===== src/rtl/sha_job_sequencer.sv =====
// sha_job_sequencer: drives the SHA-256 round core for a nonce sweep.
// Per nonce it streams an 80-byte header through three passes: block 0,
// block 1 with nonce and padding, and the second-hash pass. It then compares
// the core result against the target and reports the first winning nonce.
//
// Ports:
//   clk, rst                 clock, synchronous active-high reset
//   start, stop              job launch pulse (ignored while busy), abort
//   header_in[607:0]         header bytes 0..75, word 0 in [607:576]
//   target, nonce_start/end  compare threshold and inclusive nonce range
//   hash_out[255:0]          core result
//   block, select, msg_in, K pass index, round index, message word, round constant
//   nonce_sig                one-cycle pulse on the first cycle of each nonce
//   busy, found, done        job running, golden nonce valid, job-end pulse
//   golden_nonce, nonce_cur  winning nonce, nonce under test
//
// Optional macro HASH_CMP_SWAP_EN: compare byte-reversed hash_out against target.
module sha_job_sequencer #(
    parameter int unsigned ROUNDS  = 64,
    parameter int unsigned ADD_CYC = 1,
    parameter int unsigned SETTLE  = 1
) (
    input  logic         clk,
    input  logic         rst,
    input  logic         start,
    input  logic         stop,
    input  logic [607:0] header_in,
    input  logic [255:0] target,
    input  logic [31:0]  nonce_start,
    input  logic [31:0]  nonce_end,
    input  logic [255:0] hash_out,
    output logic [1:0]   block,
    output logic [6:0]   select,
    output logic [31:0]  msg_in,
    output logic [31:0]  K,
    output logic         nonce_sig,
    output logic         busy,
    output logic         found,
    output logic         done,
    output logic [31:0]  golden_nonce,
    output logic [31:0]  nonce_cur
);

    localparam int unsigned PASS_LEN  = ROUNDS + ADD_CYC;
    localparam int unsigned HDR_WORDS = 19;

    localparam logic [31:0] K_TAB [0:63] = '{
        32'h428a2f98, 32'h71374491, 32'hb5c0fbcf, 32'he9b5dba5, 32'h3956c25b, 32'h59f111f1, 32'h923f82a4, 32'hab1c5ed5,
        32'hd807aa98, 32'h12835b01, 32'h243185be, 32'h550c7dc3, 32'h72be5d74, 32'h80deb1fe, 32'h9bdc06a7, 32'hc19bf174,
        32'he49b69c1, 32'hefbe4786, 32'h0fc19dc6, 32'h240ca1cc, 32'h2de92c6f, 32'h4a7484aa, 32'h5cb0a9dc, 32'h76f988da,
        32'h983e5152, 32'ha831c66d, 32'hb00327c8, 32'hbf597fc7, 32'hc6e00bf3, 32'hd5a79147, 32'h06ca6351, 32'h14292967,
        32'h27b70a85, 32'h2e1b2138, 32'h4d2c6dfc, 32'h53380d13, 32'h650a7354, 32'h766a0abb, 32'h81c2c92e, 32'h92722c85,
        32'ha2bfe8a1, 32'ha81a664b, 32'hc24b8b70, 32'hc76c51a3, 32'hd192e819, 32'hd6990624, 32'hf40e3585, 32'h106aa070,
        32'h19a4c116, 32'h1e376c08, 32'h2748774c, 32'h34b0bcb5, 32'h391c0cb3, 32'h4ed8aa4a, 32'h5b9cca4f, 32'h682e6ff3,
        32'h748f82ee, 32'h78a5636f, 32'h84c87814, 32'h8cc70208, 32'h90befffa, 32'ha4506ceb, 32'hbef9a3f7, 32'hc67178f2
    };

    typedef enum logic [2:0] {S_IDLE, S_B0, S_B1, S_B2, S_CHECK} state_t;

    state_t         state_q, state_n;
    logic [6:0]     cnt_q, cnt_n;
    logic [607:0]   hdr_q, hdr_n;
    logic [255:0]   tgt_q, tgt_n;
    logic [31:0]    end_q, end_n;
    logic [31:0]    nonce_n, golden_n, msg_n, k_n;
    logic [1:0]     block_n;
    logic [6:0]     select_n;
    logic           found_n, done_n, sig_n, busy_n;
    logic [255:0]   cmp_val;
    logic           hit;

    // Header word idx (0 = most significant 32 bits)
    function automatic logic [31:0] hdr_word(input logic [607:0] h, input logic [4:0] idx);
        logic [9:0] lsb;
        lsb = 10'(5'(HDR_WORDS - 1) - idx) * 10'd32;
        return h[lsb +: 32];
    endfunction

    // Target comparison value, optionally byte-reversed
    always_comb begin
        cmp_val = hash_out;
`ifdef HASH_CMP_SWAP_EN
        for (int i = 0; i < 32; i++) begin
            cmp_val[8*i +: 8] = hash_out[8*(31-i) +: 8];
        end
`endif
        hit = (cmp_val <= tgt_q);
    end

    // State register and registered outputs
    always_ff @(posedge clk) begin
        if (rst) begin
            state_q      <= S_IDLE;
            cnt_q        <= '0;
            hdr_q        <= '0;
            tgt_q        <= '0;
            end_q        <= '0;
            block        <= '0;
            select       <= '0;
            msg_in       <= '0;
            K            <= '0;
            nonce_sig    <= 1'b0;
            busy         <= 1'b0;
            found        <= 1'b0;
            done         <= 1'b0;
            golden_nonce <= '0;
            nonce_cur    <= '0;
        end else begin
            state_q      <= state_n;
            cnt_q        <= cnt_n;
            hdr_q        <= hdr_n;
            tgt_q        <= tgt_n;
            end_q        <= end_n;
            block        <= block_n;
            select       <= select_n;
            msg_in       <= msg_n;
            K            <= k_n;
            nonce_sig    <= sig_n;
            busy         <= busy_n;
            found        <= found_n;
            done         <= done_n;
            golden_nonce <= golden_n;
            nonce_cur    <= nonce_n;
        end
    end

    // Next state, then the core-facing outputs for that next state
    always_comb begin
        state_n  = state_q;
        cnt_n    = cnt_q;
        hdr_n    = hdr_q;
        tgt_n    = tgt_q;
        end_n    = end_q;
        nonce_n  = nonce_cur;
        golden_n = golden_nonce;
        found_n  = found;
        done_n   = 1'b0;
        block_n  = '0;
        select_n = '0;
        msg_n    = '0;
        k_n      = '0;

        case (state_q)
            S_IDLE: begin
                if (start) begin
                    state_n = S_B0;
                    cnt_n   = '0;
                    hdr_n   = header_in;
                    tgt_n   = target;
                    end_n   = nonce_end;
                    nonce_n = nonce_start;
                    found_n = 1'b0;
                end
            end
            S_B0, S_B1, S_B2: begin
                if (stop) begin
                    state_n = S_IDLE;
                    cnt_n   = '0;
                    done_n  = 1'b1;
                end else if (cnt_q == 7'(PASS_LEN - 1)) begin
                    cnt_n   = '0;
                    state_n = (state_q == S_B0) ? S_B1 : (state_q == S_B1) ? S_B2 : S_CHECK;
                end else begin
                    cnt_n = cnt_q + 7'd1;
                end
            end
            S_CHECK: begin
                if (stop) begin
                    state_n = S_IDLE;
                    cnt_n   = '0;
                    done_n  = 1'b1;
                end else if (cnt_q == 7'(SETTLE - 1)) begin
                    cnt_n = '0;
                    // A hit on the last nonce still reports found
                    if (hit) begin
                        golden_n = nonce_cur;
                        found_n  = 1'b1;
                        done_n   = 1'b1;
                        state_n  = S_IDLE;
                    end else if (nonce_cur == end_q) begin
                        done_n  = 1'b1;
                        state_n = S_IDLE;
                    end else begin
                        nonce_n = nonce_cur + 32'd1;
                        state_n = S_B0;
                    end
                end else begin
                    cnt_n = cnt_q + 7'd1;
                end
            end
            default: state_n = S_IDLE;
        endcase

        case (state_n)
            S_B0: begin
                block_n = 2'd0;
                if (cnt_n < 7'd16) msg_n = hdr_word(hdr_n, cnt_n[4:0]);
            end
            S_B1: begin
                block_n = 2'd1;
                case (cnt_n)
                    7'd0, 7'd1, 7'd2: msg_n = hdr_word(hdr_n, 5'(cnt_n) + 5'd16);
                    7'd3:             msg_n = nonce_n;
                    7'd4:             msg_n = 32'h8000_0000;
                    7'd15:            msg_n = 32'h0000_0280;
                    default:          msg_n = '0;
                endcase
            end
            S_B2:    block_n = 2'd2;
            default: block_n = 2'd0;
        endcase

        if (state_n == S_B0 || state_n == S_B1 || state_n == S_B2) begin
            select_n = cnt_n;
            if (cnt_n < 7'd64) k_n = K_TAB[cnt_n[5:0]];
        end

        sig_n  = (state_n == S_B0) && (cnt_n == 7'd0);
        busy_n = (state_n != S_IDLE);
    end

endmodule

===== config.mk =====
export PLATFORM = sky130hd
export DESIGN_NAME = sha_job_sequencer
export DESIGN_NICKNAME = d
export VERILOG_FILES = /design/src/rtl/sha_job_sequencer.sv
export SDC_FILE = /design/constraint.sdc
export NUM_CORES = 2
export LEC_CHECK = 0
export ABC_AREA = 1
export BUFFER_PORTS_ARGS = -buffer_cell sky130_fd_sc_hd__buf_4
export CAP_MARGIN = 20
export CELL_PAD_IN_SITES_DETAIL_PLACEMENT = 0
export CELL_PAD_IN_SITES_GLOBAL_PLACEMENT = 1
export CORE_AREA = 8 8 504 506
export DETAILED_ROUTE_END_ITERATION = 8
export DIE_AREA = 0 0 512 514
export PLACE_DENSITY = 0.58
export SYNTH_ARGS = -nofsm -noshare
export SYNTH_HDL_FRONTEND = slang
export SYNTH_SLANG_ARGS = --single-unit

===== constraint.sdc =====
create_clock -name clk -period 5.54 [get_ports clk]
set_clock_uncertainty 0.15 [all_clocks]
set_input_delay 0 -clock clk [delete_from_list [all_inputs] [get_ports clk]]
set_output_delay 0 -clock clk [all_outputs]
set_load 0.01 [all_outputs]

==> metrics.md <==
| Metric | Value |
|---|---|
| DR WL met3 | slightly below 20,000 um |
| Worst slew margin | 19.6% |
| All-Layer GR Usage | 24.9% |
| First-pass GRT wire length | 479,000 um |
| Crit path to | msg_in[4] |
| Leak pwr | approximately 41 nW |
| P&R area growth vs syn | 71.0% |
| Vias in the first global route | 64,421 |
| CP Max Fanout | 29 |
| Worst r2r src | cnt_q[1] |
| Uppermost layer routed | met5 |
| Initial Util | 21.5% |
| Netlist cell types | 56 |
| PwrDens | approximately 250 mW/mm2 |
| DRC violations left | 0 |
| Top_reg_cell synth | dfxtp_1 |
| Mapped cell area | 0.0529 mm2 |
| IO buf count | 1,328 |
| Crit-path cells | inv_1 > ha_1 > nand3_1 > inv_2 > nand3_2 > nand2_1 > nand2_2 > nand2_1 > nand2_8 > ha_4 > inv_4 > buf_4 > nand2_1 > buf_4 > o21ai_1 > nand2_1 > a21oi_1 > nand2_1 > nand2_1 > nand2_1 > a21oi_1 |
| Critical path required time | 6.09 ns |
| Finished layout cell area | 0.0905 mm2 |
| Post-CTS setup buffer count | 0 |
| Run status | complete, no violations |
| CP Launch Point | cnt_q[1] |
| Largest net degree at the start of global routing | between 200 and 250 |
| Fin crit share | 91.2% |
| CP max-delay cell | nand2_1 |
| Synthesized instance count | a little under 7,000 |
| Synth top area cells | dfxtp_1 40%, mux2i_1 11%, nor2_1 8.1%, nand2_1 6.8%, ha_1 6.6% |
| Wire per inst | 25.7 um |
| Slowest Stage Delay on Critical Path | 0.60 ns |
| Achievable Freq | between 150 and 200 MHz |
| Placed insts | 11,144 |
| Max cap viols | 0 |
| DP Area | 0.0664 mm2 |
| Core footprint | roughly 0.25 mm2 |
| Yosys warns | 0 |
| Routed WL | 344,000 um |
| Max clock buf depth | 3 |
| HPWL after detailed placement | 267,000 um |
| Fin. Hold Viols | 0 |
| M1 WL | 135,000 um |
| I/O pin total | 1,329 |
| H-tree depth | 4 |
| Die Span X | approximately 510 um |
| Final Critical Period | 5.05 ns |
| R2R setup slack | roughly 0.49 ns |
| Share of layout cells above drive strength 1 | 17.1% |
| Worst slew pin tran | between 1 and 1.5 ns |
| CTS resizes | 0 |
| Most frequent cells in the layout | 1,921 x dlygate4sd3_1, 1,422 x buf_4, 1,135 x nor2_1 |
| CTS Sinks | 1,047 |
| Root Driver | clkbuf_16 |
| CP endpoint kind | flip-flop |
| Clk slew on worst S/H paths | around 0.060 ns |
| Synth Register Bits | 1,047 |
| Row count | 183 |
| Hold WC Path Type | primary input to flip-flop |
| Number of antenna violations at the first check in global routing | ~130 |
| Fin cells | 13,383 |
| Router iterations before antenna repair | 6 |
| Vias | between 60,000 and 70,000 |
| Synth top area share | 39.6% |
| RSZ-0062 raised after global routing | false |
| Vias/cell | 4.69 |
| Worst EP arrival | 5.60 ns |
| Met2 WL | 172,000 um |
| Remaining Overflow, GRT | 0 |
| Hold buffers post-CTS | 1,921 |
| Clk Latency, worst-skew pair | 0.81 ns |
| R2R Path End | msg_in[4] |
| Final net count | about 11,000 |
| Crit path top cell by count | nand2_1 |
| Filler Cell Count | 25,470 |
| Cell count of the worst reg-to-reg path | 21 |
| Fin. max-slew vios | 0 |
| Final Setup Violations | 0 |
| Count of flip-flops with a built-in enable after synthesis | 0 |
| Final setup TNS | 0 ns |
| Seq/Total Area, Yosys | between 30 and 40% |
| Placer congestion estimate | 0.919 |
| Cts bufs inserted | approximately 140 |
| Die Ht | 514 um |
| Critical path type | flip-flop to flip-flop |
| Die area | 0.263 mm2 |
| Async SR Flop Fraction | 0% |
| DRT iter0 DRCs | 4,160 |
| Tot Pwr | 23.0 mW |
| Post-Syn Nets | 8,385 |
| Synth area leader | dfxtp_1 |
| Most common cell after layout, fill and taps aside | dlygate4sd3_1 |
| Peak supply drop | 246 uV |
| Crit path launch type | flip-flop |
| Antenna Nets Post-Route | 0 |
| Mean Syn Cell Area | about 7.6 um2 |
| CTS tree | done |
| Post-layout util | 36.7% |
-- layer usage --
| metal | track usage, % | vias up |
|---|---|---|
| met4 | 10.4 | 84 |
| met1 | 28.4 | 30305 |
| li1 | - | 29498 |
| met5 | 0 | - |
| met3 | 4.97 | 623 |
| met2 | 45.1 | 2266 |
-- synthesized netlist by cell type (8+ instances only) --
library cell	count
nor2_1	1135
o22ai_1	88
nand3_1	215
o21a_1	29
o21ai_0	639
nor4_1	11
xnor2_1	22
clkbuf_1	320
o21ai_1	46
inv_1	464
dfxtp_1	1047
inv_2	12
ha_1	281
a31oi_1	30
nand4_1	59
o311ai_0	8
or2_2	20
buf_1	29
o211ai_1	46
a211oi_1	32
o221ai_1	39
a221oi_1	28
mux2i_1	591
nor3_1	36
buf_2	101
a21oi_1	555
nand2_1	955
-- final cells by class --
cell class / count / area, um2 / area share (%)
Antenna cell: 75 / 188 / 0.207
Clock buffer: 201 / 4000 / 4.42
Clock inverter: 42 / 704 / 0.779
Inverter: 482 / 1830 / 2.02
Multi-Input combinational cell: 4932 / 28400 / 31.4
Sequential cell: 1047 / 21000 / 23.2
Tap cell: 3237 / 4050 / 4.48
Timing Repair Buffer: 3367 / 30400 / 33.6
-- sequential cells by signal, summed over array words and instances (netlist names) --
name          count
K                32
block             2
busy              1
cnt_q             7
done              1
end_q            32
found             1
golden_nonce     32
hdr_q           608
msg_in           32
nonce_cur        32
nonce_sig         1
select            7
state_q           3
tgt_q           256
-- cells by family (layout without fill, tap and decap cells) --
kind of cell	count (synthesis)	after routing	share of synthesized area (%)
compound gates	1583	1583	16.6
flops	1047	1047	39.6
simple gates	2448	2448	18.5
buf+inv	937	4092	6.94
xor+xnor	29	29	0.516
mux	591	591	11.2
fa+ha+maj	281	281	6.65
other cells	0	75	0
-- where the power goes --
part | switching [mW] | internal, mW | total [mW] | leakage [nW]
combinational | 2.89 | 2.52 | 5.41 | 29.9
clock | 4.00 | 5.37 | 9.38 | 2.28
sequential | 0.166 | 8.02 | 8.19 | 8.63
-- worst max-delay path: cells and delay by family (launching register included) --
kind                     cells  cell delay (ns)
AO/OA/AOI/OAI                3             0.62
adder cells (fa/ha/maj)      2             0.50
buffers and inverters        5             1.44
flip-flops                   1             0.32
AND/OR/NAND/NOR             11             1.88
-- worst min path at each step --
stage	start	end	cells past startpoint
after floorplan	target[0]	tgt_q[0]	2
after global placement	header_in[457]	hdr_q[457]	3
after detailed placement	header_in[457]	hdr_q[457]	3
after CTS	target[2]	tgt_q[2]	4
after global routing	target[2]	tgt_q[2]	4
final	header_in[9]	hdr_q[9]	4
-- metrics by stage --
| step | hold WS [ns] | worst slack, ns |
|---|---|---|
| floorplan | -0.00538 | 1.48 |
| global placement | 0.103 | 0.427 |
| detailed placement | 0.109 | 0.532 |
| global route | 0.0272 | 0.239 |
| CTS | 0.00130 | 0.507 |
| finish | 0.0423 | 0.490 |
Note: power is estimated with default switching activity, not from simulation.
